### src/rtl/overflow_clock_divider.sv
// Overflow-counter clock divider: a WIDTH-bit phase accumulator advances by STEP
// per enabled clk edge, and each carry out of the top bit toggles dividedClk.
module overflow_clock_divider #(
    parameter int unsigned WIDTH = 27,
    parameter int unsigned STEP  = 1
) (
    input  logic clk,
    input  logic reset,
    input  logic enable,
    output logic dividedClk
);

    if (WIDTH < 1 || WIDTH > 32) begin : gBadWidth
        $error("overflow_clock_divider: WIDTH must be in 1..32");
    end

    if (STEP < 1 || 64'(STEP) >= (64'd1 << WIDTH)) begin : gBadStep
        $error("overflow_clock_divider: STEP must satisfy 1 <= STEP < 2**WIDTH");
    end

    localparam logic [WIDTH:0] STEP_EXT = (WIDTH + 1)'(STEP);

    logic [WIDTH-1:0] acc;
    logic [WIDTH:0]   sum;

    // The extra top bit of the sum is the carry; the low bits keep the remainder.
    assign sum = {1'b0, acc} + STEP_EXT;

    always_ff @(posedge clk or negedge reset) begin
        if (!reset) begin
            acc        <= '0;
            dividedClk <= 1'b0;
        end else if (enable) begin
            acc <= sum[WIDTH-1:0];
            if (sum[WIDTH]) begin
                dividedClk <= ~dividedClk;
            end
        end
    end

endmodule

### config.mk
export PLATFORM = sky130hd
export DESIGN_NAME = overflow_clock_divider
export DESIGN_NICKNAME = d
export VERILOG_FILES = /design/src/rtl/overflow_clock_divider.sv
export SDC_FILE = /design/constraint.sdc
export NUM_CORES = 1
export LEC_CHECK = 0
export BUFFER_PORTS_ARGS = -buffer_cell sky130_fd_sc_hd__buf_2
export CAP_MARGIN = 20
export CORE_UTILIZATION = 50
export CTS_BUF_LIST = sky130_fd_sc_hd__clkbuf_4
export CTS_CLUSTER_SIZE = 30
export DETAILED_ROUTE_END_ITERATION = 7
export PLACE_DENSITY = 0.69
export SYNTH_ARGS = -nofsm -noshare
export SYNTH_HDL_FRONTEND = slang
export SYNTH_SLANG_ARGS = --single-unit
### constraint.sdc
create_clock -name clk -period 1.61 [get_ports clk]
set_input_delay 0.322 -clock clk [delete_from_list [all_inputs] [get_ports clk]]
set_output_delay 0.322 -clock clk [all_outputs]
set_load 0.01 [all_outputs]
==> summary.md <==
| Metric | Value |
|---|---|
| First-pass GRT wire length | `3.77 mm` |
| Clock Latency Late Sink | `320 ps` |
| Dpl cells | `151` |
| Crit Path Max Fanout | `6` |
| Synth area leader | `dfrtp_1` |
| Clock Path Buffers | `2` |
| Core Box Area | `2300 um^2` |
| Post-synth EDFFs | `0` |
| IO Port Bufs | `3` |
| Complex-gate fraction of the synthesized area | `0%` |
| Pre-CTS WS | `-22.8 ps` |
| Final Critical Period | `1560 ps` |
| Setup TNS | `0 ps` |
| Die X-Extent | `52.4 um` |
| Mapped Area | `1270 um^2` |
| Synth warnings | `0` |
| Vias per cell | `5.25` |
| Synthesized flop and latch total | `28` |
| F_max | `0.643 GHz` |
| Post-Layout Cell Count | `164` |
| Setup WS post-layout | `53.7 ps` |
| Sequential share of the synthesized area | `55.3%` |
| Top-count cell post-synth | `dfrtp_1` |
| Synth Area in Simple Gates | `22.3%` |
| Rel. slew slack | `59.7%` |
| Post-DP HPWL | `1.52 mm` |
| Antenna Cells | `0` |
| Setup violators final | `0` |
| Async set-reset flop share out of synthesis | `100%` |
| Leak Pwr | `0.755 nW` |
| RSZ-0062 raised after global routing | `yes` |
| HP Class | `input port to register` |
| FP Rows | `17` |
| DRT iter0 DRCs | `19` |
| Post-Syn Instances | `109` |
| Post-synth top cells | `dfrtp_1 (28), xnor2_1 (16), xor2_1 (10)` |
| Area growth syn-to-layout | `21.4%` |
| Largest net degree at the start of global routing | `29` |
| Cell variety after synth | `20` |
| Maximum VDD drop | `0.690 mV` |
| Ranking of synthesized cells by area | `dfrtp_1 (55%), xnor2_1 (11%), xor2_1 (6.9%)` |
| Io pins | `4` |
| Synth Flop Type | `dfrtp_1` |
| CTS sink cnt | `28` |
| Crit Path Class | `register to register` |
| Initial antenna violation count | `0` |
| H-tree levels | `1` |
| Status | `completed` |
| Mapped Avg Cell Area | `11.6 um^2` |
| Post-synthesis xor/xnor area fraction | `19.2%` |
| CTS tree | `done` |
| Vias in the first global route | `892` |
| DIE AREA | `2740 um^2` |
| Vias | `861` |
| Chip Height | `52.4 um` |
| GPL Wtd Cong | `0.791` |
| Nets | `141` |
| Final wirelength | `2.22 mm` |
| Share of cells above drive strength 1 | `27.9%` |
| Skew final | `5.05 ps` |
| Multiplexer area fraction after synthesis | `0.888%` |
| Crit path DAT | `1780 ps` |
| WL/cell | `13.6 um` |
| Top cell type's share of synthesized area | `55.3%` |
| Adder-Cell Fraction of Synth Area | `0.987%` |
| Total GRT Usage | `19.3%` |
| Final Util | `67.0%` |
| Overflow after GRT | `0` |
| Crit share post-route | `96.7%` |
| Min Hold Slack | `313 ps` |
| Max-slew violation count | `0` |
| Syn Nets | `113` |
| Initial Util | `55.2%` |
| Req. time, crit path | `1830 ps` |
| Setup crit end kind | `register` |
| MaxCap Viol Count | `0` |
| Worst-Margin Slew | `605 ps` |
| CTS root buf | `clkbuf_4` |
| DRC viols | `0` |
| Final hold violations | `0` |
| Power density cells | `936 nW/um^2` |
| Clock slew at reported path FFs | `150 ps` |
| First drt pass iteration count | `3` |
| Post-route antenna net violation count | `0` |
| Largest family of logic cells by synthesized area | `simple AND/OR/NAND/NOR gates` |
| Critical Path Start Type | `register` |
| Number of buffers created by CTS | `3` |
[logic make-up (layout without fill, tap and decap cells)]
logic type | count (synthesis) | in the layout
DFF | 28 | 28
buffers and inverters | 4 | 31
xor gates and xnor gates | 27 | 27
adders and majority gates | 1 | 1
and+or+nand+nor | 48 | 48
muxes | 1 | 1
[repair_timing]
item,CTS,global route
setup buffers,4,4
gates resized for setup,1,6
endpoints found under the setup margin,5,7
hold buffers,1,0
pin swaps,2,5
endpoints found under the hold margin,15,0
[final timing paths]
check	start	end	slack (ps)	cells after the start
setup / recovery	acc[0]	acc[24]	50	6
hold / removal	enable	acc[0]	310	3
setup reg to reg	acc[0]	acc[24]	50	6
hold reg to reg	dividedClk	dividedClk	480	1
max in group asynchronous	reset	acc[5]	700	2
min in group asynchronous	reset	acc[13]	520	2
[final cells by class]
cell class / instances / area (um^2)
fill: 186 / 758
clock buffer: 3 / 22.5
clock inverter: 1 / 3.75
inverter: 3 / 11.3
multi-input combinational: 77 / 591
timing repair buffer: 24 / 175
tap: 28 / 35.0
sequential: 28 / 701
[registers in the layout, summed over array words and instances, names as in the netlist]
register / flops
dividedClk: 1
acc: 27
[critical path: stages, from the launching register on]
cell     delay (ps)
dfrtp_1         420
ha_1            180
nand4_1         210
nor4_2          210
buf_4           180
nand4_1         110
xnor2_1         150
[metal layers]
| layer | wire, um | vias up | GRT usage, % |
|---|---|---|---|
| met4 | 26 | 0 | 9.21 |
| met1 | 1070 | 426 | 24.2 |
| met3 | 35 | 2 | 2.61 |
| met5 | 0 | - | 0 |
| li1 | - | 429 | - |
| met2 | 1090 | 4 | 32.5 |
[power by group]
| group | internal, mW | switching (mW) | leakage [nW] |
|---|---|---|---|
| clock network | 0.0908 | 0.200 | 0.0154 |
| registers | 0.788 | 0.0663 | 0.374 |
| logic | 0.166 | 0.129 | 0.366 |
| total | 1.05 | 0.395 | 0.755 |
[through the flow]
stage / area [um^2] / power, mW
6_report: 1540 / 1.44
4_1_cts: 1480 / 1.46
2_1_floorplan: 1270 / 1.00
3_5_place_dp: 1400 / 1.11
5_1_grt: 1540 / 1.52
3_3_place_gp: 1400 / 1.09
[cells in the final DEF, fill, tap and decap left out, drive strengths merged, types with 2 or more instances in the layout]
cell type,instances
xnor2,17
buf,23
nand3,7
nor4,3
dfrtp,28
or3,3
xor2,10
inv,3
nand4,10
and4,2
nand2,9
nor3,5
nor2,6
clkbuf,3
and3,2
Note: power is estimated with default switching activity, not from simulation.
